## config.mk

```make
export PLATFORM = sky130hd
export DESIGN_NAME = uart_rx_fifo
export DESIGN_NICKNAME = d
export VERILOG_FILES = /design/src/rtl/uart_rx_fifo.sv
export SDC_FILE = /design/constraint.sdc
export NUM_CORES = 1
export LEC_CHECK = 0
export ABC_AREA = 1
export CAP_MARGIN = 20
export CELL_PAD_IN_SITES_DETAIL_PLACEMENT = 1
export CELL_PAD_IN_SITES_GLOBAL_PLACEMENT = 2
export CORE_ASPECT_RATIO = 1.1
export CORE_MARGIN = 1
export CORE_UTILIZATION = 40
export DETAILED_ROUTE_END_ITERATION = 10
export MAX_ROUTING_LAYER = met4
export PLACE_DENSITY_LB_ADDON = 0.1
export SLEW_MARGIN = 20
export SYNTH_ARGS = -nofsm -noshare
export SYNTH_HDL_FRONTEND = slang
export SYNTH_SLANG_ARGS = --single-unit
export TNS_END_PERCENT = 50
```

## constraint.sdc

```tcl
create_clock -name clk -period 6.8 [get_ports clk]
set_clock_uncertainty 0.15 [all_clocks]
set_input_delay 1.02 -clock clk [delete_from_list [all_inputs] [get_ports clk]]
set_output_delay 1.02 -clock clk [all_outputs]
set_load 0.02 [all_outputs]
```

## src/rtl/uart_rx_fifo.sv

```systemverilog
// Receive-side byte FIFO behind the UART receiver: show-ahead read port,
// fill-threshold and idle-timeout interrupts, sticky overrun/underflow status.
module uart_rx_fifo #(
    parameter int unsigned DEPTH          = 16,
    parameter int unsigned TIMEOUT_CYCLES = 640,
    localparam int unsigned CNT_W         = $clog2(DEPTH) + 1
) (
    input  logic             clk,
    input  logic             rst_n,
    input  logic [7:0]       rx_data,
    input  logic             rx_data_valid,
    output logic             host_ready,
    input  logic             overrun_in,
    input  logic             rd_en,
    output logic [7:0]       rd_data,
    output logic             rd_empty,
    output logic             full,
    output logic [CNT_W-1:0] fifo_count,
    input  logic [CNT_W-1:0] thresh,
    output logic             thresh_irq,
    output logic             timeout_irq,
    input  logic             flush,
    input  logic             clear_status,
    output logic             overrun_sticky,
    output logic             underflow_sticky
);
    localparam int unsigned        AW      = $clog2(DEPTH);
    localparam int unsigned        TW      = $clog2(TIMEOUT_CYCLES + 1);
    localparam logic [TW-1:0]      TMAX    = TW'(TIMEOUT_CYCLES);
    localparam logic [CNT_W-1:0]   FULL_CT = CNT_W'(DEPTH);

    logic [7:0]       r_mem [DEPTH];
    logic [AW-1:0]    r_wr_ptr;
    logic [AW-1:0]    r_rd_ptr;
    logic [CNT_W-1:0] r_count;
    logic [TW-1:0]    r_timer;
    logic             r_ovr;
    logic             r_udf;

    logic w_full;
    logic w_empty;
    logic w_push;
    logic w_pop;

    assign w_full  = (r_count == FULL_CT);
    assign w_empty = (r_count == '0);

    // flush blocks both transfers so the cleared state is not disturbed that cycle
    assign host_ready = ~w_full & ~flush;
    assign w_push     = rx_data_valid & host_ready;
    assign w_pop      = rd_en & ~w_empty & ~flush;

    assign rd_data          = r_mem[r_rd_ptr];
    assign rd_empty         = w_empty;
    assign full             = w_full;
    assign fifo_count       = r_count;
    assign thresh_irq       = (thresh != '0) && (r_count >= thresh);
    assign timeout_irq      = (r_timer == TMAX);
    assign overrun_sticky   = r_ovr;
    assign underflow_sticky = r_udf;

    always_ff @(posedge clk) begin
        if (w_push) begin
            r_mem[r_wr_ptr] <= rx_data;
        end
    end

    always_ff @(posedge clk) begin
        if (!rst_n) begin
            r_wr_ptr <= '0;
            r_rd_ptr <= '0;
            r_count  <= '0;
            r_timer  <= '0;
            r_ovr    <= 1'b0;
            r_udf    <= 1'b0;
        end else begin
            if (overrun_in) begin
                r_ovr <= 1'b1;
            end else if (clear_status) begin
                r_ovr <= 1'b0;
            end

            if (rd_en && w_empty && !flush) begin
                r_udf <= 1'b1;
            end else if (clear_status) begin
                r_udf <= 1'b0;
            end

            if (flush) begin
                r_wr_ptr <= '0;
                r_rd_ptr <= '0;
                r_count  <= '0;
                r_timer  <= '0;
            end else begin
                if (w_push) begin
                    r_wr_ptr <= r_wr_ptr + AW'(1);
                end
                if (w_pop) begin
                    r_rd_ptr <= r_rd_ptr + AW'(1);
                end

                case ({w_push, w_pop})
                    2'b10:   r_count <= r_count + CNT_W'(1);
                    2'b01:   r_count <= r_count - CNT_W'(1);
                    default: r_count <= r_count;
                endcase

                // idle timer only runs while data sits untouched in the FIFO
                if (w_push || w_pop || w_empty) begin
                    r_timer <= '0;
                end else if (r_timer != TMAX) begin
                    r_timer <= r_timer + TW'(1);
                end
            end
        end
    end

endmodule

```

==> impl_summary.txt, run 1 <==
----------------------------------------------------
[Run status]
  Status ... complete, no violations

[Yosys]
  Number of unique standard cell types used by synthesis ... 28
  Yosys reg bits ... approximately 160
  Most numerous cell types in the synthesized netlist ... edfxtp_1 (128), inv_1 (106), nand2_1 (88), nand3_1 (59), a21oi_1 (55)
  Synthesized-area fraction occupied by xor and xnor cells ... 0.00883
  Combinational family with the most area after synthesis ... simple AND/OR/NAND/NOR gates
  Synth Area in Compound Gates ... 0.115
  Top cell type's share of synthesized area ... 0.554
  Top area cells in the synthesized netlist ... edfxtp_1 (55%), dfxtp_1 (8.4%), inv_1 (5.7%)
  Synthesized netlist net count ... roughly 690
  Count of flip-flops with a built-in enable after synthesis ... between 100 and 150
  Portion of netlist area occupied by mux cells ... 0
  Syn_area_per_cell ... between 10 and 15 um^2
  Most used flip-flop cell after synthesis ... edfxtp_1
  Area leader, netlist ... edfxtp_1
  Share of synthesized area occupied by flip-flops and latches ... 0.637
  Share of synthesized cell area in and, or, nand and nor gates ... 0.128
  Post-Synthesis Cells ... about 650
  Asr flop ratio synth ... 0
  Post-synth design cell area ... slightly below 7000 um^2
  Yosys warning count ... 0
  Synth Area in Adders ... 0.0306
  Most common cell in the netlist ... edfxtp_1

[Floorplanning]
  Area of the die ... between 15000 and 20000 um^2
  DIE HEIGHT ... 140 um
  Die outline width ... 128 um
  Core area ... 17000 um^2
  Number of cell rows ... 50
  Number of placed I/O pins ... 40
  Initial core utilization ... 0.408

[Placed design]
  Final RePlAce weighted congestion ... 0.751
  Port-buffer cells ... 39
  Setup slack after placement ... 2.66 ns
  Post-detailed-placement half-perimeter wirelength ... around 11000 um
  Placement Cell Area ... between 7000 and 8000 um^2

[Power]
  Max VDD drop ... about 0.18 mV
  Reported leakage power ... 2.90 nW
  Pwr dens ... between 200 and 300 nW/um^2

[Timing]
  Final setup violating endpoints ... 0
  Slew at the pin with the worst max-slew slack ... ~1.1 ns
  Count of final max-slew check failures ... 0
  Relative slew margins ... 0.296
  Unrepaired setup endpoints after global routing ... no
  Part of the cycle the worst path needs ... 0.619
  Setup TNS ... 0 ns
  Peak clock frequency supported by timing ... ~240 MHz
  Number of hold-slack violations in the final timing report ... 0
  Min Clock Period, post-route ... around 4.2 ns
  Final critical-path setup slack ... ~2.6 ns

[Min path]
  Worst hold path class ... reg -> reg

[Clocking]
  Insertion delay to the later sink of the worst-skew pair ... 0.42 ns
  H-tree levels ... 4
  Setup fix buffers added after clock tree synthesis ... 0
  Clock net sink count ... between 150 and 200
  TritonCTS clock tree ... yes
  Hold buffers post-CTS ... 0
  Deepest clock path buffer count ... 2
  Clock-pin slew on the worst setup and hold paths ... approximately 0.06 ns
  TritonCTS Buffers ... 17
  Library cell used as clock root buffer ... clkbuf_16
  Count of instances resized after the clock tree is built ... 0

[Setup path]
  Cell chain of the critical path ... buf_4 > o21ai_0 > nand3_1 > nand3_1 > nand2_1 > clkdlybuf4s50_1
  Family with the most delay on the worst path ... buffers and inverters
  Crit-path max FO ... 76
  Data arrival time of the worst path ... slightly above 3 ns
  Crit path buf inv count ... 2
  Critical Path Max Stage Delay ... roughly 0.7 ns
  Type of the worst setup path ... reg -> out
  Standard cell with the maximum stage delay on the critical path ... buf_4
  Critical path required time ... 5.63 ns
  Cell occurring most often along the worst timing path ... nand3_1
  Crit. End Element ... primary output
  Crit path launch type ... flip-flop

[Global routing]
  Wire length of the first global-routing pass ... 26000 um
  Pin count of the biggest net entering global routing ... between 70 and 80
  Overall Global Routing Usage ... 0.200
  Vias in the first global route ... between 4000 and 5000
  Antenna violations before repair ... 1
  Aggregate global routing overflow ... 0

[Detailed routing]
  Via total after detailed routing ... around 4700
  Detailed-route DRC error count ... 0
  Total routed wirelength ... about 16000 um
  DRC violation total after the first TritonRoute iteration ... 295
  Ratio of routed vias to standard cells ... roughly 5.1
  1st-pass router iterations ... 4
  Average wire length per cell after detail routing ... roughly 17 um
  Antenna-violating nets left ... 0

[Finish]
  Final design utilization ... 0.472
  Net count reported at finish ... about 720
  Area grow syn2layout ... 15.8%
  Fraction of layout cells with a size suffix above 1 ... 0.0689
  Fillers ... roughly 1900
  Final non-filler cell area ... 8040 um^2

[Job]
  Count of maximum capacitance violations ... 0

----------------------------------------------------
==> kinds of logic after synthesis <==
logic type | Yosys count
xor+xnor | 7
simple gates | 203
flops | 157
buf+inv | 134
compound gates | 133
fa+ha+maj | 17
==> power by group <==
part           switching (mW)  internal, mW
registers             0.00869          1.05
logic                  0.0754        0.0477
clock network           0.352         0.527
total                   0.436          1.62
==> area by class of cell <==
cell class	count	area [um^2]	share of cell area
flip-flops and latches	157	4430	0.551
inverters	109	409	0.0509
well taps	234	293	0.0364
clock inverters	11	103	0.0128
repair buffers	41	405	0.0504
clock buffers	19	433	0.0539
diodes	1	2.50	0.000311
multi-input cells	360	1960	0.244
==> worst min-delay path, cell delays in order, from the launching register on <==
cell     delay [ns]
dfxtp_1        0.31
nand2_1        0.06
a21oi_1        0.05
==> metal layers <==
layer | vias up | routed length (um) | global-route usage
met1 | 2330 | 6950 | 0.238
li1 | 2300 | - | -
met2 | 75 | 8190 | 0.341
met3 | 20 | 552 | 0.0363
met5 | - | 0 | -
met4 | 0 | 234 | 0.0706
==> stage by stage <==
step	instances	hold slack [ns]	power, mW
2_1_floorplan	651	0.300	1.14
3_3_place_gp	901	0.309	1.19
3_5_place_dp	901	0.315	1.20
4_1_cts	931	0.326	2.08
5_1_grt	932	0.348	2.13
6_report	932	0.322	2.06
==> final timing paths <==
path,from,end,slack [ns],cells past startpoint
worst min-delay path,underflow_sticky,underflow_sticky,0.32,2
worst max-delay path,flip-flop,rd_data[6],2.59,6
worst max register to register,fifo_count[3],fifo_count[4],4.22,16
worst min register to register,underflow_sticky,underflow_sticky,0.32,2
==> sequential cells by signal, indices dropped and copies added (netlist names), named ones only <==
register          cells
r_rd_ptr              4
overrun_sticky        1
r_timer              10
r_mem               128
r_wr_ptr              4
underflow_sticky      1
fifo_count            5
==> cell usage in the layout (no fill, tap or decap), types with 3 or more instances in the layout <==
cell,netlist,final
clkinv_2,0,4
clkinv_1,0,4
clkbuf_16,0,17
inv_1,106,106
o211ai_2,10,10
a21oi_1,55,55
nor3_1,5,5
clkdlybuf4s50_1,0,39
dfxtp_1,29,27
o21ai_0,42,42
nand4_1,3,3
o21ai_1,3,3
edfxtp_1,128,128
o211ai_1,22,22
nand2_1,88,88
xor2_1,6,6
nand3_1,59,59
nor2_1,40,40
ha_1,17,17
inv_2,3,3
Power figures use the tool's default switching activity.
==> inputs of run 2 (changes only) <==
Settings changed: CORE_UTILIZATION 40 to 39.
Clock period 6.8 ns to 4.3 ns, I/O delays scaled along.
==> run 2 against run 1 <==
Global-route usage down 0.095 points. Flip-flop and latch count unchanged. Highest routed layer unchanged. Non-clock buffer count up 2. Sequential power up 58%. Critical path type unchanged. Setup slack worse by 1.8 ns. Sequential share of layout area down 0.79 points. Final cell count up 0.32%. Design area up 1.4%.
==> impl_summary.txt, run 2 (synthesis results as in run 1) <==
----------------------------------------------------
[Detailed routing]
  Via total after detailed routing ... 4643 (was 4725)
  1st-pass router iterations ... 4 (unchanged)
  Ratio of routed vias to standard cells ... 4.97 (was 5.07)
  DRC violation total after the first TritonRoute iteration ... 307 (was 295)
  Total routed wirelength ... 16500 um (was 15900 um)
  Detailed-route DRC error count ... 0 (unchanged)
  Average wire length per cell after detail routing ... 17.6 um (was 17.1 um)
  Antenna-violating nets left ... 0 (unchanged)

[Setup path]
  Crit path launch type ... flip-flop (unchanged)
  Type of the worst setup path ... reg -> out (unchanged)
  Critical path required time ... 3.50 ns (was 5.63 ns)
  Standard cell with the maximum stage delay on the critical path ... clkdlybuf4s50_1 (was buf_4)
  Crit-path max FO ... 37 (was 76)
  Critical Path Max Stage Delay ... 0.61 ns (was 0.68 ns)
  Data arrival time of the worst path ... 2.67 ns (was 3.04 ns)
  Cell occurring most often along the worst timing path ... nand3_1 (unchanged)
  Crit. End Element ... primary output (unchanged)
  Cell chain of the critical path ... buf_4 > o211ai_1 > nand3_1 > nand3_1 > nand2_1 > clkdlybuf4s50_1 (was buf_4 > o21ai_0 > nand3_1 > nand3_1 > nand2_1 > clkdlybuf4s50_1)
  Reg-to-reg setup timing slack ... 1.75 ns (was 4.22 ns)

[Clocking]
  Library cell used as clock root buffer ... clkbuf_16 (unchanged)
  TritonCTS clock tree ... yes (unchanged)
  Insertion delay to the later sink of the worst-skew pair ... 0.42 ns (about the same)
  TritonCTS Buffers ... 17 (unchanged)
  Deepest clock path buffer count ... 2 (unchanged)
  Hold buffers post-CTS ... 0 (unchanged)
  Clock net sink count ... 157 (unchanged)
  Clock-pin slew on the worst setup and hold paths ... 0.06 ns (about the same)
  H-tree levels ... 4 (unchanged)
  Setup fix buffers added after clock tree synthesis ... 0 (unchanged)
  Count of instances resized after the clock tree is built ... 0 (unchanged)

[Finish]
  Antenna diodes ... 0 (was 1)
  Area grow syn2layout ... 17.4% (was 15.8%)
  Number of flip-flops in the largest register ... 128 (unchanged)
  Largest reg by FF count ... r_mem (unchanged)
  Commonest cells after routing, fill and taps aside ... edfxtp_1 (128), inv_1 (106), nand2_1 (88) (unchanged)
  Commonest non-fill, non-tap cell in the layout ... edfxtp_1 (unchanged)
  Fraction of layout cells with a size suffix above 1 ... 0.0742 (was 0.0689)
  Net count reported at finish ... 725 (was 723)
  Final design utilization ... 0.474 (was 0.472)
  Fillers ... 1862 (was 1858)
  Final cell count without fillers ... 935 (was 932)

[Timing]
  Worst hold margin ... 0.318 ns (was 0.322 ns)
  Min Clock Period, post-route ... 3.47 ns
  Number of hold-slack violations in the final timing report ... 0 (unchanged)
  Count of final max-slew check failures ... 0 (unchanged)
  Relative slew margins ... 0.424 (was 0.296)
  Peak clock frequency supported by timing ... just under 300 MHz
  Slew at the pin with the worst max-slew slack ... 0.861 ns (was 1.05 ns)
  Setup TNS ... 0 ns (unchanged)
  Final setup violating endpoints ... 0 (unchanged)
  Part of the cycle the worst path needs ... 0.806
  Unrepaired setup endpoints after global routing ... no (unchanged)

[Placed design]
  Final RePlAce weighted congestion ... 0.787 (was 0.751)
  Post-detailed-placement half-perimeter wirelength ... 10800 um (was 10500 um)
  Port-buffer cells ... 39 (unchanged)
  Placed Cells incl. Taps ... 903 (was 901)

[Job]
  Count of maximum capacitance violations ... 0 (unchanged)

[Global routing]
  Vias in the first global route ... 4718 (was 4875)
  Antenna violations before repair ... 0 (was 1)
  Aggregate global routing overflow ... 0 (unchanged)
  Overall Global Routing Usage ... 0.199 (was 0.200)
  Pin count of the biggest net entering global routing ... 65 (was 77)
  Wire length of the first global-routing pass ... 25900 um (was 26000 um)

[Power]
  Register share of total power ... 0.478 (was 0.513)
  Max VDD drop ... 0.269 mV (was 0.179 mV)
  Pwr dens ... 427 nW/um^2 (was 256 nW/um^2)
  Combinational share of power ... 0.058 (was 0.060)
  NetSw ... 712 uW (was 436 uW)
  Switching part of the total ... 0.204 (was 0.212)
  Reported leakage power ... 2.96 nW (was 2.90 nW)
  Clk pwr share ... 0.464 (was 0.428)
  Internal power ... 2.77 mW (was 1.62 mW)

[Floorplanning]
  Initial core utilization ... 0.403 (was 0.408)
  DIE HEIGHT ... 142 um (was 140 um)
  Area of the die ... 18300 um^2 (was 17900 um^2)
  Core area ... 17200 um^2 (was 17000 um^2)
  Number of placed I/O pins ... 40 (unchanged)
  Number of cell rows ... 50 (unchanged)
  Die outline width ... 129 um (was 128 um)

[Run status]
  Status ... complete, no violations (unchanged)

[Min path]
  Worst hold path class ... reg -> reg (unchanged)

----------------------------------------------------
==> run 2: through the flow <==
| stage | worst slack (ns) | cell area (um^2) | power [mW] |
|---|---|---|---|
| after floorplan | 1.91 | 6940 | 1.80 |
| after global placement | 1.01 | 7530 | 1.90 |
| after detailed placement | 0.955 | 7530 | 1.90 |
| after CTS | 0.780 | 8150 | 3.51 |
| after global routing | 0.700 | 8150 | 3.59 |
| final | 0.834 | 8150 | 3.48 |
==> run 2: layout make-up <==
type / count / area, um^2 / area share
repair buffers: 43 / 433 / 0.0531
well taps: 234 / 293 / 0.0359
flip-flops and latches: 157 / 4430 / 0.543
clock inverters: 9 / 169 / 0.0207
clock buffers: 23 / 458 / 0.0562
multi-input cells: 360 / 1960 / 0.241
inverters: 109 / 409 / 0.0502
==> run 2: critical path: cells and delay by family, from the launching register on <==
family | cells | cell delay [ns]
flops | 1 | 0.60
compound gates | 1 | 0.19
buf+inv | 2 | 1.05
simple gates | 3 | 0.41
==> run 2: power groups by stage <==
stage | Clock (mW) | Sequential (mW) | Combinational, mW
5_1_grt | 1.70 | 1.67 | 0.224
6_report | 1.62 | 1.66 | 0.202
3_3_place_gp | 0 | 1.70 | 0.199
2_1_floorplan | 0 | 1.70 | 0.108
4_1_cts | 1.64 | 1.66 | 0.206
3_5_place_dp | 0 | 1.70 | 0.206
==> run 2: layer usage <==
layer,up-vias,global-route usage,part of all wire
li1,2297,-,-
met1,2276,0.250,0.47
met2,57,0.326,0.50
met3,13,0.0400,0.025
met4,0,0.0576,0.010
met5,-,-,0
==> run 2: worst paths after layout <==
check                      to             start  cells past startpoint
max                rd_data[4]         flip-flop                      6
min          underflow_sticky  underflow_sticky                      2
max reg2reg     fifo_count[4]     fifo_count[3]                     16
min reg2reg  underflow_sticky  underflow_sticky                      2
==> RTL edit (flow settings as in run 2) <==
The parameter `DEPTH` goes from 16 to 32.
--- a/src/rtl/uart_rx_fifo.sv
+++ b/src/rtl/uart_rx_fifo.sv
@@ -1,7 +1,7 @@
 // Receive-side byte FIFO behind the UART receiver: show-ahead read port,
 // fill-threshold and idle-timeout interrupts, sticky overrun/underflow status.
 module uart_rx_fifo #(
-    parameter int unsigned DEPTH          = 16,
+    parameter int unsigned DEPTH          = 32,
     parameter int unsigned TIMEOUT_CYCLES = 640,
     localparam int unsigned CNT_W         = $clog2(DEPTH) + 1
 ) (
Interface: changed (resized fifo_count and thresh); port bits go from 40 to 42. No check against the original RTL was run, so the function may have changed too.
==> RTL edit against run 2 <==
Sequential power up 86%; largest power group unchanged; global-route usage up 2.0 points; total power up 71%; routed wire length up 96%; largest cell class unchanged; sequential cell count up 132; fmax down 14%; cell area up 71%; highest routed layer unchanged; setup slack worse by 0.58 ns; area after synthesis up 72%; critical path depth up 2.
==> RTL edit: results (changes against run 2) <==
stage,metric,value,unit,change
global_route,vias_in_the_first_global_route,8374,,was 4718
global_route,pin_count_of_the_biggest_net_entering_global_routing,69,,was 65
cts,clk-insertion-delay-late,0.56,ns,was 0.42 ns
synthesis,synth_edf_count,256,,was 128
drt,met3RoutedLength,1150,um,was 404 um
run_status,outcome,"finished, final reports clean",,unchanged
placement,placed_cells,1435,,was 903
hold_path,hold_path_end,r_timer[9]$_SDFFE_PP0N_,,was underflow_sticky$_SDFFE_PN0P_
setup_path,ff2ff_setup_slack,1.41,ns,was 1.75 ns
pwr,power_switching_share,0.218,,was 0.204
layout,post_route_cells_drive_above_1_share,0.0968,,was 0.0742
synthesis,post_synth_fa_ha_maj_area_fraction,0.0168,,was 0.0306
pwr,p_switching,1.30,mW,was 0.712 mW
drt,wl_met1,14500,um,was 7710 um
synthesis,seq_area_frac_synth,0.700,,was 0.637
synthesis,synth_cell_types,35,,was 28
setup_path,worst-endpoint-arrival,3.25,ns,was 2.67 ns
layout,fin_nets,1097,,was 725
layout,final.fill_count,3111,,was 1862
placement,buffer_ports.inserted,41,,was 39
placement,dp_wirelength,19200,um,was 10800 um
drt,drtIter0Drc,549,,was 307
pwr,vdd_ir_drop_max,274,uV,was 269 uV
global_route,grt_pass1_wl,49700,um,was 25900 um
setup_path,worstReg2RegEnd,r_mem[10][1]$_DFFE_PP_,,was fifo_count[4]$_SDFFE_PP0P_
global_route,globalRouteMet1Util,0.286,,was 0.250
setup_path,worstRegToRegCells,6,,was 16
synthesis,syn_avg_cell_area,12.0,um2,was 10.7 um2
drt,routed-wl-met2,15900,um,was 8170 um
placement,preCtsSetupSlack,0.715,ns,was 0.955 ns
cts,number_of_buffers_created_by_cts,31,,was 17
RTL edit: kinds of logic after synthesis:
logic type | Yosys count
buffers and inverters | 113
AND/OR/NAND/NOR | 303
flip-flops | 289
adder cells (fa/ha/maj) | 16
AO/OA/AOI/OAI | 265
XOR/XNOR | 8
RTL edit: layout make-up:
cell class / instances / area (um2) / share of cell area
multi-input cells: 592 / 3070 / 0.220
clock inverters: 26 / 203 / 0.0145
clock buffers: 32 / 779 / 0.0558
flip-flops and latches: 289 / 8350 / 0.598
inverters: 59 / 225 / 0.0161
repair buffers: 87 / 822 / 0.0589
well taps: 408 / 510 / 0.0365
RTL edit: worst register-to-register path, cell delays in order, from the launching register on:
cell and delay (ns):
sky130_fd_sc_hd__dfxtp_1 0.51, sky130_fd_sc_hd__nor2_1 0.14, sky130_fd_sc_hd__nand3_1 0.15, sky130_fd_sc_hd__nand3_2 0.34, sky130_fd_sc_hd__inv_1 0.21, sky130_fd_sc_hd__nand2_1 0.28, sky130_fd_sc_hd__nor2_1 0.74
